===== src/rtl/dbg_pkg.sv =====
// Shared definitions for the debug packet engine: opcodes, error-bit
// positions, FSM state encoding and the bits-to-wire-bytes helper.
package dbg_pkg;

  localparam logic [7:0] OP_ECHO   = 8'h00;
  localparam logic [7:0] OP_MEM_RD = 8'h01;
  localparam logic [7:0] OP_MEM_WR = 8'h02;
  localparam logic [7:0] OP_ERR_RD = 8'h03;

  localparam int ERR_PARITY = 0;
  localparam int ERR_OPCODE = 1;
  localparam int ERR_RSVD   = 2;

  typedef enum logic [3:0] {
    S_DECODE,
    S_ECHO_CNT,
    S_ECHO_DATA,
    S_HDR,
    S_RD_ISSUE,
    S_RD_WAIT,
    S_RD_SEND,
    S_WR_DATA,
    S_ERR_SEND
  } state_t;

  function automatic int ceil_bytes(input int bits);
    return (bits + 7) / 8;
  endfunction

endpackage


===== src/rtl/dbg_le_shift.sv =====
// Little-endian byte accumulator: each shift drops the incoming byte into the
// next lane; value_o already includes the byte being shifted this cycle.
module dbg_le_shift
  import dbg_pkg::*;
#(
  parameter int WIDTH = 16
) (
  input  logic             clk,
  input  logic             rst,
  input  logic             clr_i,
  input  logic             shift_i,
  input  logic [7:0]       byte_i,
  output logic             last_o,
  output logic [WIDTH-1:0] value_o
);

  localparam int NB = ceil_bytes(WIDTH);
  localparam int CW = (NB > 1) ? $clog2(NB) : 1;

  logic [NB*8-1:0] acc_q, acc_d, acc_in;
  logic [CW-1:0]   idx_q, idx_d;

  genvar gi;
  for (gi = 0; gi < NB; gi++) begin : g_lane
    assign acc_in[gi*8 +: 8] = (idx_q == CW'(gi)) ? byte_i : acc_q[gi*8 +: 8];
  end

  assign value_o = acc_in[WIDTH-1:0];
  assign last_o  = (idx_q == CW'(NB - 1));

  always_comb begin
    acc_d = acc_q;
    idx_d = idx_q;
    if (clr_i) begin
      idx_d = '0;
    end else if (shift_i) begin
      acc_d = acc_in;
      idx_d = idx_q + CW'(1);
    end
  end

  always_ff @(posedge clk) begin
    if (rst) begin
      acc_q <= '0;
      idx_q <= '0;
    end else begin
      acc_q <= acc_d;
      idx_q <= idx_d;
    end
  end

endmodule


===== src/rtl/dbg_pkt_engine.sv =====
// Debug packet engine: decodes packets from the UART rx FIFO, performs echo,
// byte-wide debug-bus reads/writes and error readback, replies via tx FIFO.
module dbg_pkt_engine
  import dbg_pkg::*;
#(
  parameter int ADDR_WIDTH = 16,
  parameter int CNT_WIDTH  = 16,
  parameter int RD_LATENCY = 1
) (
  input  logic                  clk,
  input  logic                  rst,
  input  logic [7:0]            rx_data,
  input  logic                  rx_empty,
  input  logic                  parity_err,
  output logic                  rd_en,
  output logic [7:0]            tx_data,
  output logic                  wr_en,
  input  logic                  tx_full,
  output logic [ADDR_WIDTH-1:0] mem_addr,
  output logic [7:0]            mem_wdata,
  output logic                  mem_wr,
  output logic                  mem_rd,
  input  logic [7:0]            mem_rdata,
  output logic [2:0]            err_code
);

  state_t                state_q, state_d;
  logic                  is_wr_q, is_wr_d;
  logic                  hdr_cnt_q, hdr_cnt_d;
  logic [CNT_WIDTH-1:0]  cnt_q, cnt_d;
  logic [ADDR_WIDTH-1:0] addr_q, addr_d;
  logic [7:0]            wdata_q, wdata_d;
  logic [7:0]            hold_q, hold_d;
  logic [7:0]            tx_data_q, tx_data_d;
  logic                  wr_en_q, wr_en_d;
  logic                  mem_wr_q, mem_wr_d;
  logic                  mem_rd_q, mem_rd_d;
  logic [2:0]            err_q, err_d;
  logic [2:0]            lat_q, lat_d;

  logic                  pop, sh_clr, addr_shift, cnt_shift;
  logic                  addr_last, cnt_last;
  logic [ADDR_WIDTH-1:0] addr_val;
  logic [CNT_WIDTH-1:0]  cnt_val;

  dbg_le_shift #(.WIDTH(ADDR_WIDTH)) u_addr_sh (
    .clk     (clk),
    .rst     (rst),
    .clr_i   (sh_clr),
    .shift_i (addr_shift),
    .byte_i  (rx_data),
    .last_o  (addr_last),
    .value_o (addr_val)
  );

  dbg_le_shift #(.WIDTH(CNT_WIDTH)) u_cnt_sh (
    .clk     (clk),
    .rst     (rst),
    .clr_i   (sh_clr),
    .shift_i (cnt_shift),
    .byte_i  (rx_data),
    .last_o  (cnt_last),
    .value_o (cnt_val)
  );

  always_comb begin
    state_d    = state_q;
    is_wr_d    = is_wr_q;
    hdr_cnt_d  = hdr_cnt_q;
    cnt_d      = cnt_q;
    addr_d     = addr_q;
    wdata_d    = wdata_q;
    hold_d     = hold_q;
    tx_data_d  = tx_data_q;
    wr_en_d    = 1'b0;
    mem_wr_d   = 1'b0;
    mem_rd_d   = 1'b0;
    err_d      = err_q;
    lat_d      = lat_q;
    pop        = 1'b0;
    sh_clr     = 1'b0;
    addr_shift = 1'b0;
    cnt_shift  = 1'b0;

    // The address advances only after the write strobe has been presented.
    if (mem_wr_q) addr_d = addr_q + ADDR_WIDTH'(1);

    case (state_q)
      S_DECODE: begin
        if (!rx_empty) begin
          pop    = 1'b1;
          sh_clr = 1'b1;
          case (rx_data)
            OP_ECHO:   state_d = S_ECHO_CNT;
            OP_MEM_RD, OP_MEM_WR: begin
              state_d   = S_HDR;
              is_wr_d   = (rx_data == OP_MEM_WR);
              hdr_cnt_d = 1'b0;
            end
            OP_ERR_RD: state_d = S_ERR_SEND;
            default:   err_d[ERR_OPCODE] = 1'b1;
          endcase
        end
      end
      S_ECHO_CNT: begin
        if (!rx_empty) begin
          pop       = 1'b1;
          cnt_shift = 1'b1;
          if (cnt_last) begin
            cnt_d   = cnt_val;
            state_d = (cnt_val == '0) ? S_DECODE : S_ECHO_DATA;
          end
        end
      end
      S_ECHO_DATA: begin
        if (!rx_empty && !tx_full) begin
          pop       = 1'b1;
          tx_data_d = rx_data;
          wr_en_d   = 1'b1;
          cnt_d     = cnt_q - CNT_WIDTH'(1);
          if (cnt_q == CNT_WIDTH'(1)) state_d = S_DECODE;
        end
      end
      S_HDR: begin
        if (!rx_empty) begin
          pop = 1'b1;
          if (!hdr_cnt_q) begin
            addr_shift = 1'b1;
            if (addr_last) begin
              addr_d    = addr_val;
              hdr_cnt_d = 1'b1;
            end
          end else begin
            cnt_shift = 1'b1;
            if (cnt_last) begin
              cnt_d = cnt_val;
              if (cnt_val == '0) state_d = S_DECODE;
              else               state_d = is_wr_q ? S_WR_DATA : S_RD_ISSUE;
            end
          end
        end
      end
      S_RD_ISSUE: begin
        mem_rd_d = 1'b1;
        lat_d    = '0;
        state_d  = S_RD_WAIT;
      end
      S_RD_WAIT: begin
        // lat_q counts cycles since the strobe was on the bus.
        if (lat_q == 3'(RD_LATENCY)) begin
          hold_d  = mem_rdata;
          state_d = S_RD_SEND;
        end else begin
          lat_d = lat_q + 3'd1;
        end
      end
      S_RD_SEND: begin
        if (!tx_full) begin
          tx_data_d = hold_q;
          wr_en_d   = 1'b1;
          addr_d    = addr_q + ADDR_WIDTH'(1);
          cnt_d     = cnt_q - CNT_WIDTH'(1);
          state_d   = (cnt_q == CNT_WIDTH'(1)) ? S_DECODE : S_RD_ISSUE;
        end
      end
      S_WR_DATA: begin
        if (!rx_empty) begin
          pop      = 1'b1;
          wdata_d  = rx_data;
          mem_wr_d = 1'b1;
          cnt_d    = cnt_q - CNT_WIDTH'(1);
          if (cnt_q == CNT_WIDTH'(1)) state_d = S_DECODE;
        end
      end
      S_ERR_SEND: begin
        if (!tx_full) begin
          tx_data_d = {5'b0, err_q};
          wr_en_d   = 1'b1;
          err_d     = '0;
          state_d   = S_DECODE;
        end
      end
      default: state_d = S_DECODE;
    endcase

    // A parity error arriving alongside the clear must survive it.
    if (parity_err) err_d[ERR_PARITY] = 1'b1;
    err_d[ERR_RSVD] = 1'b0;
  end

  always_ff @(posedge clk) begin
    if (rst) begin
      state_q   <= S_DECODE;
      is_wr_q   <= 1'b0;
      hdr_cnt_q <= 1'b0;
      cnt_q     <= '0;
      addr_q    <= '0;
      wdata_q   <= '0;
      hold_q    <= '0;
      tx_data_q <= '0;
      wr_en_q   <= 1'b0;
      mem_wr_q  <= 1'b0;
      mem_rd_q  <= 1'b0;
      err_q     <= '0;
      lat_q     <= '0;
    end else begin
      state_q   <= state_d;
      is_wr_q   <= is_wr_d;
      hdr_cnt_q <= hdr_cnt_d;
      cnt_q     <= cnt_d;
      addr_q    <= addr_d;
      wdata_q   <= wdata_d;
      hold_q    <= hold_d;
      tx_data_q <= tx_data_d;
      wr_en_q   <= wr_en_d;
      mem_wr_q  <= mem_wr_d;
      mem_rd_q  <= mem_rd_d;
      err_q     <= err_d;
      lat_q     <= lat_d;
    end
  end

  assign rd_en     = pop & ~rst;
  assign tx_data   = tx_data_q;
  assign wr_en     = wr_en_q;
  assign mem_addr  = addr_q;
  assign mem_wdata = wdata_q;
  assign mem_wr    = mem_wr_q;
  assign mem_rd    = mem_rd_q;
  assign err_code  = err_q;

endmodule


===== config.mk =====
export PLATFORM = sky130hd
export DESIGN_NAME = dbg_pkt_engine
export DESIGN_NICKNAME = d
export VERILOG_FILES = /design/src/rtl/dbg_pkg.sv /design/src/rtl/dbg_le_shift.sv /design/src/rtl/dbg_pkt_engine.sv
export SDC_FILE = /design/constraint.sdc
export NUM_CORES = 1
export LEC_CHECK = 0
export BUFFER_PORTS_ARGS = -buffer_cell sky130_fd_sc_hd__buf_2
export CORE_MARGIN = 2
export CORE_UTILIZATION = 26
export CTS_BUF_LIST = sky130_fd_sc_hd__clkbuf_4 sky130_fd_sc_hd__clkbuf_8
export CTS_CLUSTER_DIAMETER = 150
export DETAILED_ROUTE_END_ITERATION = 8
export RECOVER_POWER = 50
export SYNTH_ARGS = -nofsm -noshare
export SYNTH_HDL_FRONTEND = slang
export SYNTH_SLANG_ARGS = --single-unit

===== constraint.sdc =====
create_clock -name clk -period 2.8 [get_ports clk]
set_input_delay 0.14 -clock clk [delete_from_list [all_inputs] [get_ports clk]]
set_output_delay 0.14 -clock clk [all_outputs]
set_load 0.05 [all_outputs]

Word level (Yosys, flattened, before mapping)
Index checks and enable logic that the tools add are counted.
{"block": "word_totals", "output_inout_bits": 39, "reg_bits": 104, "word_cells": 154, "in_bits": 21}
{"block": "op_classes", "reduce_logical": 30, "n_bitwise": 5, "n_mux": 67, "add_sub_neg": 5, "n_eq_ne": 29}
{"cell": "16-bit 2-to-1 mux", "n": 12}
{"cell": "16-bit one-hot mux with 5 select lines", "n": 1}
{"cell": "8-bit 2-to-1 mux", "n": 7}
{"cell": "4-bit 2-to-1 mux", "n": 12}
{"cell": "4-bit one-hot mux with 9 select lines", "n": 1}
{"cell": "16-bit one-hot mux with 2 select lines", "n": 1}
{"cell": "2-bit != test, second input constant", "n": 12}
{"cell": "8-bit one-hot mux with 3 select lines", "n": 1}
{"cell": "1-bit 2-to-1 mux", "n": 19}
{"cell": "16-bit by 1-bit adder with 16-bit output, second input constant", "n": 1}
{"cell": "16-bit by 1-bit == test with 1-bit output, second input constant", "n": 1}
{"cell": "4-bit by 3-bit == test with 1-bit output, second input constant", "n": 4}
{"cell": "8-bit by 2-bit == test with 1-bit output, second input constant", "n": 2}
{"cell": "16-bit zero test", "n": 1}
{"cell": "16-bit by 1-bit subtractor with 16-bit output, second input constant", "n": 1}
{"cell": "4-bit one-hot mux with 3 select lines", "n": 1}
{"cell": "12-bit AND reduction", "n": 1}
{"cell": "2-bit AND reduction", "n": 6}
{"cell": "4-bit AND reduction", "n": 3}
{"cell": "1-bit one-hot mux with 2 select lines", "n": 5}
{"cell": "3-bit 2-to-1 mux", "n": 3}
{"cell": "4-bit by 2-bit == test with 1-bit output, second input constant", "n": 2}
{"cell": "8-bit by 1-bit == test with 1-bit output, second input constant", "n": 1}
{"cell": "8-bit zero test", "n": 1}
{"cell": "21 further kinds", "n": 37}

Depth between registers and ports, before layout
Gate-level depths: netlist (run 1).
{"block": "depth", "word_depth": 7, "ltp_mapped": 9, "depth_no_buf": 8}

Modules after synthesis
Synthesis (run 1) repeated with hierarchy kept, for this count alone.
{"block": "unflattened", "cells_unflattened": 697, "hier_area_um2": 5894.4}
{"mod": "dbg_pkt_engine", "seq_area_each_um2": 1401.3, "area_per_inst_um2": 4072.7, "instances": 1, "cells_each": 527}
{"mod": "dbg_le_shift", "seq_area_each_um2": 340.3, "area_per_inst_um2": 910.9, "instances": 2, "cells_each": 85}

Worst setup path before layout (run 1)
No wires, ideal clock.
{"block": "synth_path", "path_kind": "register -> output", "startpoint": "register state_q[0]", "endpoint": "output rd_en", "required_time_ns": 2.660, "slack_ns": 0.364, "stages_incl_launch_ff": 5, "arrival_time_ns": 2.296, "path_buffers": 2, "cell_sequence": "dfxtp_1 > buf_2 > clkbuf_1 > a21oi_1 > nor4_1"}
{"block": "synth_via", "elab_chain_len": 4, "word_cells_on_any_way": 8, "classes_between": "eq/ne (4); mux (1); bitwise (1); reduce/logical (2)"}
{"item": "from (decl)", "line_no": "dbg_pkt_engine.sv:27", "source": "state_t state_q, state_d;"}
{"item": "from (signal assigned)", "line_no": "dbg_pkt_engine.sv:207", "source": "state_q <= state_d;"}
{"item": "4-bit by 3-bit == test with 1-bit output, or another cell as far along", "line_no": "dbg_pkt_engine.sv:88", "source": "case (state_q)"}
{"item": "4-bit OR reduction (no line)"}
{"item": "1-bit one-hot mux with 2 select lines (*)", "line_no": "dbg_pkt_engine.sv:88"}
{"item": "1-bit bitwise AND (*)", "line_no": "dbg_pkt_engine.sv:223", "source": "assign rd_en = pop & ~rst;"}
{"item": "to (decl)", "line_no": "dbg_pkt_engine.sv:15", "source": "output logic rd_en,"}
Every way passes the cells marked *; elsewhere a longest branch is shown, timed or not.

Worst setup path after layout (run 1)
{"block": "layout_path", "startpoint": "register state_q[2]", "endpoint": "register addr_q[15], in the netlist mem_addr[15]"}
{"block": "layout_via", "elab_chain_len": 2, "word_cells_on_any_way": 3, "classes_between": "eq/ne (2); mux (1)"}
{"item": "4-bit by 3-bit == test with 1-bit output or 4-bit by 2-bit == test with 1-bit output (tied branches)", "line_no": "dbg_pkt_engine.sv:88"}
{"item": "16-bit one-hot mux with 2 select lines (*)", "line_no": "dbg_pkt_engine.sv:88"}
{"item": "to (signal assigned)", "line_no": "dbg_pkt_engine.sv:211", "source": "addr_q <= addr_d;"}
{"item": "to (decl)", "line_no": "dbg_pkt_engine.sv:31", "source": "logic [ADDR_WIDTH-1:0] addr_q, addr_d;"}
Marked as above.
A chain may end at the register's enable or synchronous reset.

==> metrics.csv, run 1 <==
stage,metric,value,unit
run_status,status,finished clean,
synth,synth_top_area_share,36.98,%
placement,hpwl,10.23,mm
synth,syn_nets,682,
synth,ys.flop_type,dfxtp_1,
finish,fill_cells,2157,
critical_path,crit_required,3080,ps
critical_path,crit_chain,"and4bb_2, a21o_1, and3_1, nand3_1, xor2_1, a211oi_1",
floorplan,std_cell_rows,51,
sta,worst_pin_slew,800.4,ps
global_route,gr-usage-all-layers,13.68,%
routing,wire_per_inst,15.41,um
floorplan,die_h,145.4,um
synth,syn_area,0.005197,mm^2
critical_path,crit_arrival,2740,ps
sta,finalCritPeriodShare,87.73,%
cts,cts-root-buf,clkbuf_8,
finish,layout.nets,719,
critical_path,worst-setup-path-type,reg2reg,
cts,path_clk_slew,100,ps
floorplan,core_region_area,0.01953,mm^2
worst_hold_path,hold_start,mem_rdata[7],
cts,cts_max_level,3,
routing,drc,0,
sta,relSlewSlack,46.19,%
finish,layout-drive-gt1-share,9.326,%
global_route,antenna_found_initial,0,
power,p_per_area,426.1,mW/mm^2
global_route,grt_pass1_vias,4439,
worst_hold_path,min_path_type,in2reg,
routing,antenna_left,0,
critical_path,cp_slowest_cell,dfxtp_1,
power,leakagePower,1.968,nW
synth,post-synth-top-count-cell,dfxtp_1,
placement,place_congestion,0.8016,
synth,synth_edf_count,0,
floorplan,dieArea,0.02114,mm^2
power,switching_share,25.49,%
critical_path,cp.buffers_inverters,0,
power,p_clk_share,38.1,%
critical_path,start_kind,flop,
global_route,grt_pass1_wl,23.95,mm
global_route,gr-total-overflow,0,
synth,synth_cell_types,70,
cts,clk_latency,380,ps
critical_path,startpoint,state_q[2],
cts,cts_tree,done,
finish,diodes,0,
sta,period_minus_slack,2456,ps
cts,cts-buffers-inserted,9,
synth,syn_avg_cell_area,7.923,um^2
synth,ys_seq_area_share,36.98,%
synth,synthTopCellsByCount,"dfxtp_1, nand2_1, nor2_1",
synth,yosysTopAreaCell,dfxtp_1,
routing,firstDrtPassIters,5,
synth,synth_seq_cells,96,
finish,syn2layout_area_growth,13.38,%
critical_path,critical_path.top_delay_family,simple AND/OR/NAND/NOR gates,
cts,cts.sink_count,96,
synth,synth_top_cells_by_area,"dfxtp_1, nand2_1, nor2_1",
sta,max_freq,407.1,MHz
synth,ys_warn_count,0,
synth,synth-async-reset-ratio,0,%
finish,multi_input_area,0.002982,mm^2
power,max-vdd-ir-drop,0.0002590,V
routing,via_per_inst,5.005,
floorplan,start_util,26.62,%
critical_path,worst_path_largest_cell_delay,560,ps
floorplan,die_width,145.4,um
power,switching_power,0.0006402,W
cts,clock_tree.buffer_depth,2,
placement,portBuffers,58,
finish,postLayoutCoreUtil,30.18,%
power,p_seq_share,54.9,%
sta,clock_skew,14.97,ps
sta,drv_slew,0,
power,p_int,0.001871,W
routing,wirelength,14.82,mm
floorplan,pin_count,60,
synth,synthCells,656,
critical_path,cp-end-kind,flop,
finish,seq_area,0.001922,mm^2
sta,rsz0062_at_grt,false,
critical_path,path_max_fanout,13,
sta,finalHoldViolations,0,
global_route,grt_max_degree,96,
sta,setup_tns,0,ps
critical_path,r2r_start,state_q[2],
power,combPwrFrac,7.0,%
routing,num_vias,4815,
routing,drt-initial-drc-count,378,
sta,setup_viol,0,
flow_run,max_cap_violations,0,
cell usage in the layout, fill, tap and decap left out, drive strengths merged, types with 3 or more instances in the layout:
cell type,synthesis,routed
o21ai,28,28
a22oi,11,11
ha,5,5
o32ai,4,4
mux2i,25,25
or2,3,3
a22o,3,3
nand2b,7,7
o2bb2ai,3,3
nor4,15,15
nor2,78,78
xor2,16,16
xnor2,7,7
nand4,9,9
nor3,15,15
a211oi,37,37
dfxtp,96,96
a21oi,52,52
clkbuf,40,52
nor2b,6,6
inv,12,13
and2,7,7
nor3b,4,4
nand3,24,24
buf,14,36
dlygate4sd3,0,3
and4,3,3
a31oi,3,3
nand2,78,78
and3,10,10
metrics by stage:
| step | total power, W | hold WS, ps | instance area, um^2 | cells | setup slack (ps) |
|---|---|---|---|---|---|
| 2_1_floorplan | 0.001527 | 218.7 | 5197 | 656 | 363.8 |
| 3_5_place_dp | 0.001588 | 352.7 | 5766 | 944 | 394.3 |
| 3_3_place_gp | 0.001588 | 344.1 | 5766 | 944 | 471.1 |
| 6_report | 0.002511 | 14.84 | 5893 | 962 | 343.6 |
| 5_1_grt | 0.002623 | 16.89 | 5893 | 962 | 110.8 |
| 4_1_cts | 0.002547 | 0.5786 | 5995 | 962 | 365.8 |
per-layer routing:
metal  vias up  wire length (um)  GRT usage (%)
li1       2423                 -              -
met5         -                 0              0
met1      2254              7216          19.45
met2       120              6869          21.73
met3        18               580          2.382
met4         0               155          2.990
sequential cells by signal, summed over array words and instances (netlist names):
signal / flops
tx_data: 8
u_cnt_sh.acc_q: 16
state_q: 4
u_cnt_sh.last_o: 1
mem_rd: 1
cnt_q: 16
u_addr_sh.acc_q: 8
is_wr_q: 1
mem_addr: 16
mem_wr: 1
hdr_cnt_q: 1
mem_wdata: 8
err_code: 2
u_addr_sh.last_o: 1
hold_q: 8
lat_q: 3
wr_en: 1
tightest hold or removal path, stage by stage:
cell and delay, ps:
buf_2 100, nand3_1 60, a21oi_1 50
area by class of cell:
cell class	count	share of cell area (%)
flip-flops and latches	96	32.61
multi-input cells	494	50.59
clock inverters	4	0.9130
inverters	12	0.7643
repair buffers	80	7.028
well taps	265	5.626
clock buffers	11	2.463
timing repair:
| item | 4_1_cts | 5_1_grt |
|---|---|---|
| resized for setup | 0 | 0 |
| endpoints found under the hold margin | 3 | 0 |
| hold buffers | 3 | 0 |
| setup buffers | 0 | 0 |
power groups by stage:
stage | Clock, W | Combinational (W) | Sequential, W
2_1_floorplan | 0 | 0.000110 | 0.00142
3_3_place_gp | 0 | 0.000176 | 0.00141
3_5_place_dp | 0 | 0.000177 | 0.00141
4_1_cts | 0.000987 | 0.000180 | 0.00138
5_1_grt | 0.00105 | 0.000191 | 0.00138
6_report | 0.000956 | 0.000176 | 0.00138
cell families (layout without fill, tap and decap cells):
kind of cell    after synthesis  count (layout)  synth area share [%]
xor+xnor                     23              23                 3.876
other cells                   1               1               0.07215
buf+inv                      66             107                 5.248
flops                        96              96                 36.98
mux                          27              27                 5.248
fa+ha+maj                     5               5                 1.204
simple gates                272             272                 26.05
compound gates              166             166                 21.33
path summary, 6_finish.rpt:
| check | end | cells after the start | slack (ps) |
|---|---|---|---|
| max | mem_addr[15] | 6 | 340 |
| min | hold_q[7] | 3 | 10 |
| max reg2reg | mem_addr[15] | 6 | 340 |
| min reg2reg | u_addr_sh.acc_q[1] | 2 | 460 |
(Power assumes the default switching activity.)
==> run 2: changes to the inputs <==
CORE_MARGIN = 8   (was 2)
PLACE_DENSITY_LB_ADDON = 0.12   (was default)
==> run 2 against run 1 <==
  * Maximum frequency rose by 2.9%
  * Power fell by 0.19%
  * Global-route usage rose by 0.14 points
  * Combinational power rose by 6%
  * Cell count rose by 1.0%
  * Clock skew rose by 1.2 ps
  * Cell area rose by 1.1%
  * Wire length rose by 14%
  * Setup slack improved by 68 ps
  * Largest power group unchanged
  * Clock-buffer cell count fell by 2
==> metrics.csv, run 2 (synthesis results as in run 1) <==
stage,metric,value,unit,change
finish,layout_common_cells,"dfxtp_1, nor2_1, nand2_1",,unchanged
routing,drc,0,,unchanged
critical_path,crit_arrival,2660,ps,was 2740 ps
power,total_power,0.002506,W,was 0.002511 W
power,p_per_area,420.9,mW/mm^2,was 426.1 mW/mm^2
finish,layout.nets,728,,was 719
floorplan,dieArea,0.02477,mm^2,was 0.02114 mm^2
finish,syn2layout_area_growth,14.59,%,was 13.38%
floorplan,pin_count,60,,unchanged
routing,firstDrtPassIters,7,,was 5
placement,portBuffers,58,,unchanged
sta,finalHoldViolations,0,,unchanged
critical_path,cp_slowest_cell,dfxtp_1,,unchanged
cts,clk_latency,390,ps,was 380 ps
finish,final_common_cell,dfxtp_1,,unchanged
sta,relSlewSlack,44.17,%,was 46.19%
cts,cts_max_level,3,,unchanged
cts,cts.sink_count,96,,unchanged
run_status,status,finished clean,,unchanged
power,p_int,0.001784,W,was 0.001871 W
sta,finalCritPeriodShare,85.29,%,was 87.73%
sta,setup_viol,0,,unchanged
floorplan,core_region_area,0.01953,mm^2,unchanged
critical_path,cp-end-kind,flop,,unchanged
worst_hold_path,min_path_type,in2reg,,unchanged
routing,via_per_inst,5.035,,was 5.005
critical_path,crit_chain,"buf_4, nand2_1, clkbuf_1, or3_1, clkbuf_2, a21oi_1, a211oi_1, a2111oi_0",,"was and4bb_2, a21o_1, and3_1, nand3_1, xor2_1, a211oi_1"
power,switching_power,0.0007221,W,was 0.0006402 W
placement,hpwl,12.09,mm,was 10.23 mm
finish,layout-drive-gt1-share,9.901,%,was 9.326%
global_route,grt_pass1_vias,4775,,was 4439
routing,drt-initial-drc-count,258,,was 378
cts,cts_setup_buffers,0,,unchanged
global_route,antenna_found_initial,0,,unchanged
cts,cts-buffers-inserted,9,,unchanged
global_route,gr-usage-all-layers,13.82,%,was 13.68%
power,p_clk_share,37.5,%,was 38.1%
cts,cts_tree,done,,unchanged
flow_run,max_cap_violations,0,,unchanged
routing,num_vias,4894,,was 4815
critical_path,start_kind,flop,,unchanged
routing,antenna_left,0,,unchanged
floorplan,die_width,157.4,um,was 145.4 um
sta,worst_pin_slew,837.5,ps,was 800.4 ps
global_route,grt_pass1_wl,26.87,mm,was 23.95 mm
sta,rsz0062_at_grt,false,,unchanged
sta,period_minus_slack,2388,ps,was 2456 ps
cts,path_clk_slew,110,ps,was 100 ps
power,leakagePower,2.004,nW,was 1.968 nW
finish,fill_cells,2163,,was 2157
routing,wirelength,16.93,mm,was 14.82 mm
global_route,grt_max_degree,49,,was 96
power,max-vdd-ir-drop,0.0002486,V,was 0.0002590 V
sta,setup_tns,0,ps,unchanged
floorplan,die_h,157.4,um,was 145.4 um
sta,drv_slew,0,,unchanged
critical_path,worst_path_largest_cell_delay,420,ps,was 560 ps
placement,place_congestion,0.7922,,was 0.8016
finish,multi_input_area,0.002987,mm^2,was 0.002982 mm^2
power,p_seq_share,55.1,%,was 54.9%
cts,cts-root-buf,clkbuf_8,,unchanged
cts,clock_tree.buffer_depth,2,,unchanged
sta,max_freq,418.7,MHz,was 407.1 MHz
critical_path,crit_required,3070,ps,was 3080 ps
power,combPwrFrac,7.5,%,was 7.0%
critical_path,path_max_fanout,21,,was 13
floorplan,start_util,26.62,%,unchanged
finish,diodes,0,,unchanged
routing,wire_per_inst,17.41,um,was 15.41 um
global_route,gr-total-overflow,0,,unchanged
finish,seq_area,0.001922,mm^2,unchanged
critical_path,r2r_slack,410,ps,was 340 ps
floorplan,std_cell_rows,51,,unchanged
power,switching_share,28.81,%,was 25.49%
sta,clock_skew,16.17,ps,was 14.97 ps
critical_path,worst-setup-path-type,reg2reg,,unchanged
[run 2: cell types whose count changed in the layout (fill, tap and decap cells not counted), moves of 2 or more]
| cell | before | now |
|---|---|---|
| buf_4 | 14 | 17 |
| inv_6 | 1 | 5 |
| clkinvlp_4 | 2 | 0 |
| dlygate4sd3_1 | 3 | 8 |
[run 2: final cells by class]
type / count / area share [%]
Timing Repair Buffer: 89 / 7.983
Tap cell: 265 / 5.567
Multi-Input combinational cell: 494 / 50.15
Inverter: 12 / 0.7563
Clock buffer: 9 / 2.080
Sequential cell: 96 / 32.27
Clock inverter: 7 / 1.197
[run 2: power by group through the flow]
stage / clock network [W] / logic (W) / registers (W)
5_1_grt: 0.00104 / 0.000207 / 0.00138
2_1_floorplan: 0 / 0.000110 / 0.00142
3_3_place_gp: 0 / 0.000184 / 0.00141
3_5_place_dp: 0 / 0.000185 / 0.00141
4_1_cts: 0.000993 / 0.000195 / 0.00138
6_report: 0.000939 / 0.000187 / 0.00138
[run 2: worst max-delay path, delay by kind of cell (launching register included)]
kind / cells / cell delay [ps]
and+or+nand+nor: 2 / 430
DFF: 1 / 420
AOI/OAI and AO/OA: 3 / 660
buffers and inverters: 3 / 760
[run 2: metal layers]
layer | wire, um | GRT usage (%) | share of wire [%] | vias up
met1 | 7712 | 17.33 | 46 | 2353
met3 | 614 | 2.550 | 3.6 | 11
li1 | - | - | - | 2445
met2 | 8358 | 23.74 | 49 | 85
met4 | 240 | 3.762 | 1.4 | 0
met5 | 0 | 0 | 0 | -
[run 2: worst paths after layout]
path | startpoint | endpoint | cells past startpoint
worst max-delay path | state_q[1] | mem_addr[7] | 8
worst min register to register | hold_q[2] | hold_q[2] | 2
worst min-delay path | mem_rdata[6] | hold_q[6] | 3
worst max register to register | state_q[1] | mem_addr[7] | 8
[run 2: what timing repair did]
| item | CTS | global route |
|---|---|---|
| gates resized for setup | 0 | 0 |
| endpoints found under the setup margin | 0 | 0 |
| hold buffers | 8 | 0 |
| endpoints found under the hold margin | 8 | 0 |
[run 2: stage by stage]
step	util, %	setup WS, ps	cells	hold slack [ps]	cell area (um^2)
finish	30.50	411.9	972	29.67	5956
global route	30.50	218.4	972	18.00	5956
CTS	31.03	443.4	972	6.171	6058
detailed placement	29.62	476.0	948	359.0	5783
global placement	29.62	559.9	948	351.8	5783
floorplan	-	363.8	656	218.7	5197
==> run 3: changes to the inputs <==
BUFFER_PORTS_ARGS = default   (was -buffer_cell sky130_fd_sc_hd__buf_2)
DONT_BUFFER_PORTS = 1   (was default)
PLACE_DENSITY = 0.5   (was default)
PLACE_DENSITY_LB_ADDON = default   (was 0.12)
==> run 3 against run 2 <==
  * Maximum frequency is 4.0% lower
  * Global-route usage is 0.12 points lower
  * Wire length is 0.51% higher
  * Power is 1.2% lower
  * Clock power is 2% lower
  * Sequential power hardly changed
  * Non-clock buffer count is 27 lower
  * Cell area is 0.17% lower
  * Via count is 2.9% lower
  * Die area stayed put
  * Largest power group unchanged
==> metrics.csv, run 3 (synthesis results as in run 1) <==
stage,metric,value,unit,change
worst_hold_path,worstHoldPathCells,2,,was 3
floorplan,core_region_area,0.01953,mm^2,unchanged
power,p_per_area,416.7,mW/mm^2,was 420.9 mW/mm^2
floorplan,dieArea,0.02477,mm^2,unchanged
power,leakagePower,1.978,nW,was 2.004 nW
sta,finalCritPeriodShare,88.88,%,was 85.29%
placement,hpwl,11.09,mm,was 12.09 mm
critical_path,r2r_slack,310,ps,was 410 ps
worst_hold_path,min_path_type,in2reg,,unchanged
sta,max_freq,401.8,MHz,was 418.7 MHz
critical_path,path_max_fanout,12,,was 21
finish,final_cells,945,,was 972
worst_hold_path,hold_start,rx_empty,,was mem_rdata[6]
cts,cts-root-buf,clkbuf_8,,unchanged
cts,clock_tree.buffer_depth,2,,unchanged
finish,final_common_cell,dfxtp_1,,unchanged
finish,multi_input_area,0.002984,mm^2,was 0.002987 mm^2
routing,drt-initial-drc-count,333,,was 258
finish,layout_common_cells,"dfxtp_1, nor2_1, nand2_1",,unchanged
critical_path,timing.rr.end,is_wr_q,,was mem_addr[7]
flow_run,max_cap_violations,0,,unchanged
cts,clk_latency,390,ps,about the same
critical_path,reg2reg_depth,8,,unchanged
sta,drv_slew,0,,unchanged
floorplan,std_cell_rows,51,,unchanged
global_route,gr-usage-all-layers,13.69,%,was 13.82%
critical_path,start_kind,flop,,unchanged
routing,wirelength,17.01,mm,was 16.93 mm
critical_path,r2r_start,state_q[3],,was state_q[1]
floorplan,die_width,157.4,um,unchanged
sta,worst_pin_slew,813.3,ps,was 837.5 ps
finish,layout.nets,701,,was 728
global_route,gr-total-overflow,0,,unchanged
power,max-vdd-ir-drop,0.0002252,V,was 0.0002486 V
routing,antenna_left,0,,unchanged
critical_path,cp-end-kind,flop,,unchanged
sta,period_minus_slack,2489,ps,was 2388 ps
routing,via_per_inst,5.029,,was 5.035
sta,relSlewSlack,45.78,%,was 44.17%
finish,seq_area,0.001922,mm^2,unchanged
global_route,grt_pass1_wl,26.28,mm,was 26.87 mm
global_route,grt_pass1_vias,4508,,was 4775
cts,cts_tree,done,,unchanged
finish,layout-drive-gt1-share,7.206,%,was 9.901%
sta,clock_skew,11.74,ps,was 16.17 ps
worst_hold_path,whs_endpoint,u_cnt_sh.last_o,,was hold_q[6]
finish,fill_cells,2194,,was 2163
routing,firstDrtPassIters,5,,was 7
critical_path,crit_required,3140,ps,was 3070 ps
cts,cts.sink_count,96,,unchanged
finish,syn2layout_area_growth,14.40,%,was 14.59%
finish,diodes,0,,unchanged
floorplan,die_h,157.4,um,unchanged
routing,num_vias,4752,,was 4894
cts,cts-buffers-inserted,9,,unchanged
sta,rsz0062_at_grt,false,,unchanged
sta,finalHoldViolations,0,,unchanged
placement,portBuffers,0,,was 58
sta,whs,9.394,ps,was 29.67 ps
run_status,status,finished clean,,unchanged
sta,setup_tns,0,ps,unchanged
routing,wire_per_inst,18.00,um,was 17.41 um
placement,dp_cells,904,,was 948
cts,post_cts_resized,0,,unchanged
sta,setup_viol,0,,unchanged
critical_path,worst-setup-path-type,reg2reg,,unchanged
floorplan,pin_count,60,,unchanged
power,total_power,0.002477,W,was 0.002506 W
critical_path,crit_arrival,2830,ps,was 2660 ps
placement,place_congestion,0.8167,,was 0.7922
cts,path_clk_slew,100,ps,was 110 ps
global_route,grt_max_degree,91,,was 49
floorplan,start_util,26.62,%,unchanged
global_route,antenna_found_initial,0,,unchanged
cts,cts_max_level,3,,unchanged
routing,drc,0,,unchanged
[run 3: cell types whose count changed in the layout (fill, tap and decap cells not counted), moves of 2 or more]
cell           previous run  this run
nor4_1                   14        12
clkbuf_8                  9        11
inv_6                     5         2
dlygate4sd3_1             8        24
buf_2                    21         0
clkbuf_1                 42        20
[run 3: where the power goes]
| group | internal (W) | switching, W |
|---|---|---|
| Clock | 0.000390 | 0.000534 |
| Sequential | 0.00137 | 0.0000166 |
| Combinational | 0.0000633 | 0.000101 |
[run 3: cell type report]
type                            count  area share [%]
Multi-Input combinational cell    494           50.19
Clock inverter                      4          0.5682
Tap cell                          265           5.577
Clock buffer                       12           2.673
Inverter                           12          0.7576
Sequential cell                    96           32.32
Timing Repair Buffer               62           7.912
[run 3: how the worst max path moves through the flow]
stage	to	start	cells past startpoint
finish	is_wr_q	state_q[3]	8
global route	is_wr_q	state_q[3]	8
CTS	is_wr_q	state_q[2]	8
detailed placement	mem_addr[15]	state_q[1]	6
global placement	mem_addr[15]	state_q[1]	6
floorplan	rd_en	state_q[0]	4
[run 3: through the flow]
| stage | util, % | instance area [um^2] | worst slack [ps] |
|---|---|---|---|
| 2_1_floorplan | - | 5197 | 363.8 |
| 3_3_place_gp | 28.70 | 5604 | 561.0 |
| 3_5_place_dp | 28.70 | 5604 | 528.0 |
| 4_1_cts | 31.06 | 6065 | 375.5 |
| 5_1_grt | 30.45 | 5946 | 168.8 |
| 6_report | 30.45 | 5946 | 311.2 |
[run 3: critical path: stages, from the launching register on]
cell and delay, ps:
dfxtp_1 440, clkbuf_1 250, nor4_1 210, buf_4 190, nor2b_1 280, a31oi_1 120
or2_2 280, a21oi_1 120, dlygate4sd3_1 560
[run 3: metal layers]
metal  track usage (%)  share of wire, %  vias to the layer above
met2             21.43                46                      100
met1             18.04                46                     2249
met5                 0                 0                        -
met4             4.442               1.4                        0
met3             3.427               6.5                       14
li1                  -                 -                     2389
[run 3: timing repair]
action,CTS,global route
endpoints found under the hold margin,93,0
buffers inserted,0,0
hold buffers,25,0
setup endpoints to repair,0,0
